## src/rtl/mems_dac_spi_tx_if.sv

```systemverilog
// Bus between scan control / mems_rom and the DAC serializer.
// master: the serializer side; slave: the controller, ROM and DAC side.
interface mems_dac_spi_tx_if #(
    parameter int WORD_W = 24,
    parameter int ADDR_W = 16
) ();
    logic              start;
    logic              abort;
    logic [WORD_W-1:0] rom_data;
    logic              rom_scan_is_done;
    logic [ADDR_W-1:0] addr;
    logic              sync_n;
    logic              sclk;
    logic              din;
    logic              busy;
    logic              scan_done;

    modport master (
        input  start, abort, rom_data, rom_scan_is_done,
        output addr, sync_n, sclk, din, busy, scan_done
    );

    modport slave (
        output start, abort, rom_data, rom_scan_is_done,
        input  addr, sync_n, sclk, din, busy, scan_done
    );
endinterface

```

## src/rtl/mems_dac_spi_tx.sv

```systemverilog
// Walks mems_rom from addr 0 and shifts each word MSB-first onto the DAC SYNC_n/SCLK/DIN bus.
// MEMS_TX_LOOP_EN: on end-of-table restart from addr 0 instead of returning to IDLE.
module mems_dac_spi_tx #(
    parameter int CLK_DIV = 2,
    parameter int GAP_CYC = 4,
    parameter int WORD_W  = 24,
    parameter int ADDR_W  = 16
) (
    input  logic              clk,
    input  logic              rst,
    mems_dac_spi_tx_if.master dac
);
    localparam logic [2:0] S_IDLE  = 3'd0;
    localparam logic [2:0] S_FETCH = 3'd1;
    localparam logic [2:0] S_LOAD  = 3'd2;
    localparam logic [2:0] S_SHIFT = 3'd3;
    localparam logic [2:0] S_GAP   = 3'd4;

    localparam int DW = (CLK_DIV > 1) ? $clog2(CLK_DIV) : 1;
    localparam int GW = (GAP_CYC > 1) ? $clog2(GAP_CYC) : 1;
    localparam int TW = $clog2(2 * WORD_W);
    localparam logic [DW-1:0] DIV_LAST = DW'(CLK_DIV - 1);
    localparam logic [GW-1:0] GAP_LAST = GW'(GAP_CYC - 1);
    localparam logic [TW-1:0] TOG_LAST = TW'(2 * WORD_W - 1);

    logic [2:0]        state;
    logic              fetch_2nd;
    logic [DW-1:0]     div_cnt;
    logic [TW-1:0]     tog_cnt;
    logic [GW-1:0]     gap_cnt;
    // MSB goes straight to din at LOAD, so only the remaining bits are held
    logic [WORD_W-2:0] shift_reg;
    logic [ADDR_W-1:0] addr_r;
    logic              sync_n_r, sclk_r, din_r, busy_r, scan_done_r;

    always_ff @(posedge clk or posedge rst) begin
        if (rst) begin
            state       <= S_IDLE;
            fetch_2nd   <= 1'b0;
            div_cnt     <= '0;
            tog_cnt     <= '0;
            gap_cnt     <= '0;
            shift_reg   <= '0;
            addr_r      <= '0;
            sync_n_r    <= 1'b1;
            sclk_r      <= 1'b1;
            din_r       <= 1'b0;
            busy_r      <= 1'b0;
            scan_done_r <= 1'b0;
        end else begin
            scan_done_r <= 1'b0;
            if (dac.abort) begin
                state     <= S_IDLE;
                fetch_2nd <= 1'b0;
                div_cnt   <= '0;
                tog_cnt   <= '0;
                gap_cnt   <= '0;
                addr_r    <= '0;
                sync_n_r  <= 1'b1;
                sclk_r    <= 1'b1;
                din_r     <= 1'b0;
                busy_r    <= 1'b0;
            end else begin
                case (state)
                    S_IDLE: if (dac.start) begin
                        state     <= S_FETCH;
                        fetch_2nd <= 1'b0;
                        addr_r    <= '0;
                        busy_r    <= 1'b1;
                    end
                    S_FETCH: begin
                        // first cycle lets the registered ROM catch up with addr
                        fetch_2nd <= ~fetch_2nd;
                        if (fetch_2nd) begin
                            if (dac.rom_scan_is_done) begin
                                scan_done_r <= 1'b1;
                                addr_r      <= '0;
`ifdef MEMS_TX_LOOP_EN
                                state       <= S_FETCH;
`else
                                state       <= S_IDLE;
                                busy_r      <= 1'b0;
`endif
                            end else begin
                                state <= S_LOAD;
                            end
                        end
                    end
                    S_LOAD: begin
                        shift_reg <= dac.rom_data[WORD_W-2:0];
                        din_r     <= dac.rom_data[WORD_W-1];
                        sync_n_r  <= 1'b0;
                        div_cnt   <= '0;
                        tog_cnt   <= '0;
                        state     <= S_SHIFT;
                    end
                    S_SHIFT: begin
                        if (div_cnt == DIV_LAST) begin
                            div_cnt <= '0;
                            sclk_r  <= ~sclk_r;
                            tog_cnt <= tog_cnt + 1'b1;
                            if (tog_cnt == TOG_LAST) begin
                                sclk_r   <= 1'b1;
                                sync_n_r <= 1'b1;
                                tog_cnt  <= '0;
                                gap_cnt  <= '0;
                                state    <= S_GAP;
                            end else if (!sclk_r) begin
                                // rising edge: present next bit well clear of the next fall
                                din_r     <= shift_reg[WORD_W-2];
                                shift_reg <= {shift_reg[WORD_W-3:0], 1'b0};
                            end
                        end else begin
                            div_cnt <= div_cnt + 1'b1;
                        end
                    end
                    S_GAP: begin
                        if (gap_cnt == GAP_LAST) begin
                            gap_cnt   <= '0;
                            addr_r    <= addr_r + 1'b1;
                            fetch_2nd <= 1'b0;
                            state     <= S_FETCH;
                        end else begin
                            gap_cnt <= gap_cnt + 1'b1;
                        end
                    end
                    default: begin
                        state  <= S_IDLE;
                        busy_r <= 1'b0;
                    end
                endcase
            end
        end
    end

    assign dac.addr      = addr_r;
    assign dac.sync_n    = sync_n_r;
    assign dac.sclk      = sclk_r;
    assign dac.din       = din_r;
    assign dac.busy      = busy_r;
    assign dac.scan_done = scan_done_r;
endmodule
```

## src/flat_wrapper.sv

```systemverilog
// flat-port wrapper written by rule: the top's interface ports become plain ports
module mems_dac_spi_tx_flat 
#(
    parameter int CLK_DIV = 2,
    parameter int GAP_CYC = 4,
    parameter int WORD_W  = 24,
    parameter int ADDR_W  = 16
)
  (clk, rst, dac_start, dac_abort, dac_rom_data, dac_rom_scan_is_done, dac_addr, dac_sync_n, dac_sclk, dac_din, dac_busy, dac_scan_done);
  mems_dac_spi_tx_if #(.WORD_W(WORD_W), .ADDR_W(ADDR_W)) dac_i ();
  input  logic clk;
  input  logic rst;
  input wire logic [$bits(dac_i.start)-1:0] dac_start;
  input wire logic [$bits(dac_i.abort)-1:0] dac_abort;
  input wire logic [$bits(dac_i.rom_data)-1:0] dac_rom_data;
  input wire logic [$bits(dac_i.rom_scan_is_done)-1:0] dac_rom_scan_is_done;
  output wire logic [$bits(dac_i.addr)-1:0] dac_addr;
  output wire logic [$bits(dac_i.sync_n)-1:0] dac_sync_n;
  output wire logic [$bits(dac_i.sclk)-1:0] dac_sclk;
  output wire logic [$bits(dac_i.din)-1:0] dac_din;
  output wire logic [$bits(dac_i.busy)-1:0] dac_busy;
  output wire logic [$bits(dac_i.scan_done)-1:0] dac_scan_done;
  assign dac_i.start = dac_start;
  assign dac_i.abort = dac_abort;
  assign dac_i.rom_data = dac_rom_data;
  assign dac_i.rom_scan_is_done = dac_rom_scan_is_done;
  assign dac_addr = dac_i.addr;
  assign dac_sync_n = dac_i.sync_n;
  assign dac_sclk = dac_i.sclk;
  assign dac_din = dac_i.din;
  assign dac_busy = dac_i.busy;
  assign dac_scan_done = dac_i.scan_done;
  mems_dac_spi_tx #(.CLK_DIV(CLK_DIV), .GAP_CYC(GAP_CYC), .WORD_W(WORD_W), .ADDR_W(ADDR_W)) u_core (.clk(clk), .rst(rst), .dac(dac_i));
endmodule
```

## config.mk

```make
export PLATFORM = sky130hd
export DESIGN_NAME = mems_dac_spi_tx_flat
export DESIGN_NICKNAME = d
export VERILOG_FILES = /design/src/rtl/mems_dac_spi_tx_if.sv /design/src/rtl/mems_dac_spi_tx.sv /design/src/flat_wrapper.sv
export SDC_FILE = /design/constraint.sdc
export NUM_CORES = 1
export LEC_CHECK = 0
export ABC_CLOCK_PERIOD_IN_PS = 4500
export CAP_MARGIN = 20
export CORE_AREA = 4 4 80 82
export CTS_CLUSTER_DIAMETER = 30
export CTS_CLUSTER_SIZE = 10
export DETAILED_ROUTE_END_ITERATION = 16
export DIE_AREA = 0 0 84 86
export GPL_TIMING_DRIVEN = 0
export PLACE_DENSITY = 0.79
export SLEW_MARGIN = 40
export SYNTH_ARGS = -nofsm -noshare
export SYNTH_HDL_FRONTEND = slang
export SYNTH_SLANG_ARGS = --single-unit
export TNS_END_PERCENT = 10
```

## constraint.sdc

```tcl
create_clock -name clk -period 4.5 [get_ports clk]
set_clock_uncertainty 0.1 [all_clocks]
set_input_delay 0.45 -clock clk [delete_from_list [all_inputs] [get_ports clk]]
set_output_delay 0.45 -clock clk [all_outputs]
set_load 0.1 [all_outputs]
```

==> results by stage <==
Synthesis:
- The commonest cells after synthesis are 55 x dfrtp_1, 35 x nand2_1, 30 x o21ai_0.
- During synthesis, Yosys emitted a total of 0 warnings.
- The primary flip-flop cell chosen by synthesis mapping is dfrtp_1.
- The most instantiated library cell after synthesis is dfrtp_1.
- Counting flops with a built-in enable in the synthesized netlist gives 0.
- Of the synthesized area, sequential elements account for 0.474.
- After synthesis the netlist holds a flip-flop and latch count of 57.
- The largest total area in the synthesized netlist belongs to dfrtp_1.
- The synthesized netlist contains 59 unique library cells.
- Yosys attributes the largest share of cell area to dfrtp_1 46%, mux2i_1 7.6%, o21ai_0 5.0%.
- The post-synthesis instance total is around 300.
- The share of synthesized area in the top cell type comes to 0.457.
- Dividing the synthesized area by the synthesized cell count gives ~10 sq um.
- For this run, asynchronously set or reset flops after synthesis account for 1.00.
- The post-synthesis cell area is approximately 3000 sq um.
- The synthesized net count is ~330.

Power and ir drop:
- For this design the total switching power over the nets is approximately 0.3 mW.
- Overall power consumption after layout is estimated at between 1 and 1.5 mW.
- Of the total power, combinational logic draws 0.098.
- The design internal power is between 0.9 and 1 mW.
- The worst-case IR drop observed on VDD is around 0.24 mV.
- The leakage dissipation is ~1.8 nW.
- Of the total power, the share spent switching nets is 0.238.
- The share of total power dissipated in the clock network is 0.442.
- Of the total power, registers draw 0.460.
- The areal power density over the cells is around 330 nW/um^2.

Worst setup path:
- The data required time at the worst endpoint is 4.64 ns.
- The critical path buffer and inverter count is 1.
- The peak fanout along the critical path is 10.
- Walking the worst path, the cells encountered are ha_1 -> nand3b_1 -> o2111ai_1 -> clkbuf_1 -> nand2_1 -> o21ai_0.
- The worst setup path is launched from a flip-flop.
- STA classifies the critical path endpoint as a flip-flop.
- The critical path's slowest cell is o2111ai_1.
- The setup path with the least slack is of type flip-flop to flip-flop.
- In this design, the largest share of critical-path delay is due to compound AO/OA/AOI/OAI gates.
- The reg-to-reg startpoint is u_core.tog_cnt[0].
- For the worst setup path, the data arrival time is 2.32 ns.
- The delay of the slowest cell on the worst path is approximately 0.58 ns.
- The start point of the critical path is u_core.tog_cnt[0].

Routing:
- The via count is about 2600.
- For this run, the detailed router's first-pass iteration total came to 4.
- The number of nets with antenna violations after detailed routing is 0.
- After detailed routing, the average wire length per cell comes to 15.3 microns.
- The initial DRC count is 187.
- The vias per cell is approximately 6.
- The total wirelength of the detailed-routed design is just under 7 mm.
- The post-detailed-route DRC marker count is 0.

Clock tree:
- The tree is rooted in a clkbuf_8.
- Clock latency on the worst-skew pair, taken at its later pin, is approximately 0.33 ns.
- The number of setup buffers added after CTS is 0.
- The clock passes through at most 2 buffers.
- The register clock-pin slew on the reported worst setup and hold paths is approximately 0.07 ns.
- In this run the number of H-tree levels came out at 3.
- TritonCTS built the clock tree.
- In this run, post-CTS repair resized a total of 0 instances.
- The number of clock sinks is 57.
- The total of hold buffers inserted after clock tree synthesis is 0.
- The clock buffer count from CTS is 9.

Floorplan:
- The floorplan has 28 rows.
- The die extent in x is 84 microns.
- The starting density of the core is 0.525.
- For this design the top-level I/O count stands at 50.
- The area enclosed by the die boundary is 7220 sq um.
- The die extent in y is 86 microns.
- The core area is 5750 sq um.

Placement:
- The HPWL after detailed placement is roughly 4.8 mm.
- The congestion estimate from routability-driven global placement came to around 0.85.
- During placement, the flow inserted port buffers numbering 48.

Global route:
- The global-route wire length before repair is around 12 mm.
- The total global routing overflow is 0.
- The number of antenna violations at the first check in global routing is 0.
- The via count of the first global-routing pass came to between 2000 and 3000.
- Entering global routing, the biggest net connects 45 pins.
- Across every metal layer, demand over resource in global routing totals 0.196.

Status:
- The run finished with clean final reports.

Timing:
- The max-slew violation count was 0.
- In the final timing run, aggregate negative setup slack is 0 ns.
- The worst path needs roughly 2.2 ns of the cycle, external delays included.
- Setup repair after global routing left no endpoint under its margin.
- The maximum clock rate is 0.459 GHz.
- Setup violations remaining at the end of the flow were counted as 0.
- At the pin with the least slew margin, the transition time is between 0.6 and 0.7 ns.
- In the finished design, the share of the clock period the worst path needs comes to 0.484.
- The tightest slew margin relative to the limit is 0.563.
- The number of hold violations in the final report is 0.

Run:
- The total of max-cap violations is 0.

Layout:
- Relative to the synthesized area, the layout overhead comes to 24.2%.
- Of the cells placed in the final design, the portion with a size suffix greater than 1 is 0.166.
- The number of flip-flops under the largest register name is 23.
- The fill cell total of the finished layout is between 500 and 600.
- The repair_antennas step left the layout with diodes totalling 0.
- The final layout net count is slightly below 400.

Hold path:
- The classification of the worst-slack hold path is primary input to async pin.
## logic make-up (layout without fill, tap and decap cells)
| group | Yosys count | in the layout | synth area share |
|---|---|---|---|
| and+or+nand+nor | 110 | 110 | 0.204 |
| AOI/OAI and AO/OA | 84 | 84 | 0.193 |
| DFF | 57 | 57 | 0.474 |
| muxes | 24 | 24 | 0.0801 |
| buffers and inverters | 24 | 89 | 0.0361 |
| adders and majority gates | 3 | 3 | 0.0125 |
## final timing paths
kind	to	slack [ns]	cells after the start
worst min-delay path	u_core.dac.busy	0.30	2
worst max-delay path	u_core.shift_reg[22]	2.32	6
worst max register to register	u_core.shift_reg[22]	2.32	6
max in group asynchronous	u_core.dac.sync_n	3.48	3
worst min register to register	u_core.shift_reg[20]	0.38	2
min in group clk	u_core.shift_reg[20]	0.38	2
## power by group through the flow
stage               clock network, mW  registers, mW  logic, mW
floorplan                           0          0.583     0.0678
global placement                    0          0.578      0.118
detailed placement                  0          0.579      0.123
CTS                             0.557          0.571      0.123
global route                    0.578          0.576      0.139
finish                          0.548          0.571      0.122
## final cells by class
cell class	instances	area, sq um	area share
Clock buffer	11	151	0.0405
Timing Repair Buffer	49	403	0.108
Inverter	6	25.0	0.00669
Multi-Input combinational cell	221	1480	0.395
Sequential cell	57	1430	0.382
Buffer	18	86.3	0.0231
Tap cell	75	93.8	0.0251
Clock inverter	5	77.6	0.0207
## per-layer routing
metal	global-route usage	vias up	wire, microns	share of wire
met3	0.0317	14	332	0.049
met4	0.0804	0	121	0.018
met1	0.271	1284	3180	0.47
met5	0	-	0	0
li1	-	1250	-	-
met2	0.311	81	3130	0.46
## layout by cell type (no fill, tap or decap), types with 8 or more instances in the layout
cell and count:
buf_2 26, nand3_1 12, clkbuf_8 11, clkbuf_1 8, nand2_1 35, o21ai_0 30, mux2i_1 23, a21o_1 8
clkdlybuf4s50_1 27, nor2_1 9, dfrtp_1 55
## through the flow
stage / hold WS (ns) / setup WS [ns] / area [sq um] / util / cells
6_report: 0.297 / 2.32 / 3740 / 0.651 / 442
3_5_place_dp: 0.373 / 2.18 / 3510 / 0.611 / 426
3_3_place_gp: 0.362 / 1.48 / 3590 / 0.625 / 425
4_1_cts: 0.297 / 2.34 / 3740 / 0.651 / 442
5_1_grt: 0.314 / 2.07 / 3740 / 0.651 / 442
2_1_floorplan: 0.344 / 1.83 / 3010 / - / 302
Power figures use the tool's default switching activity.
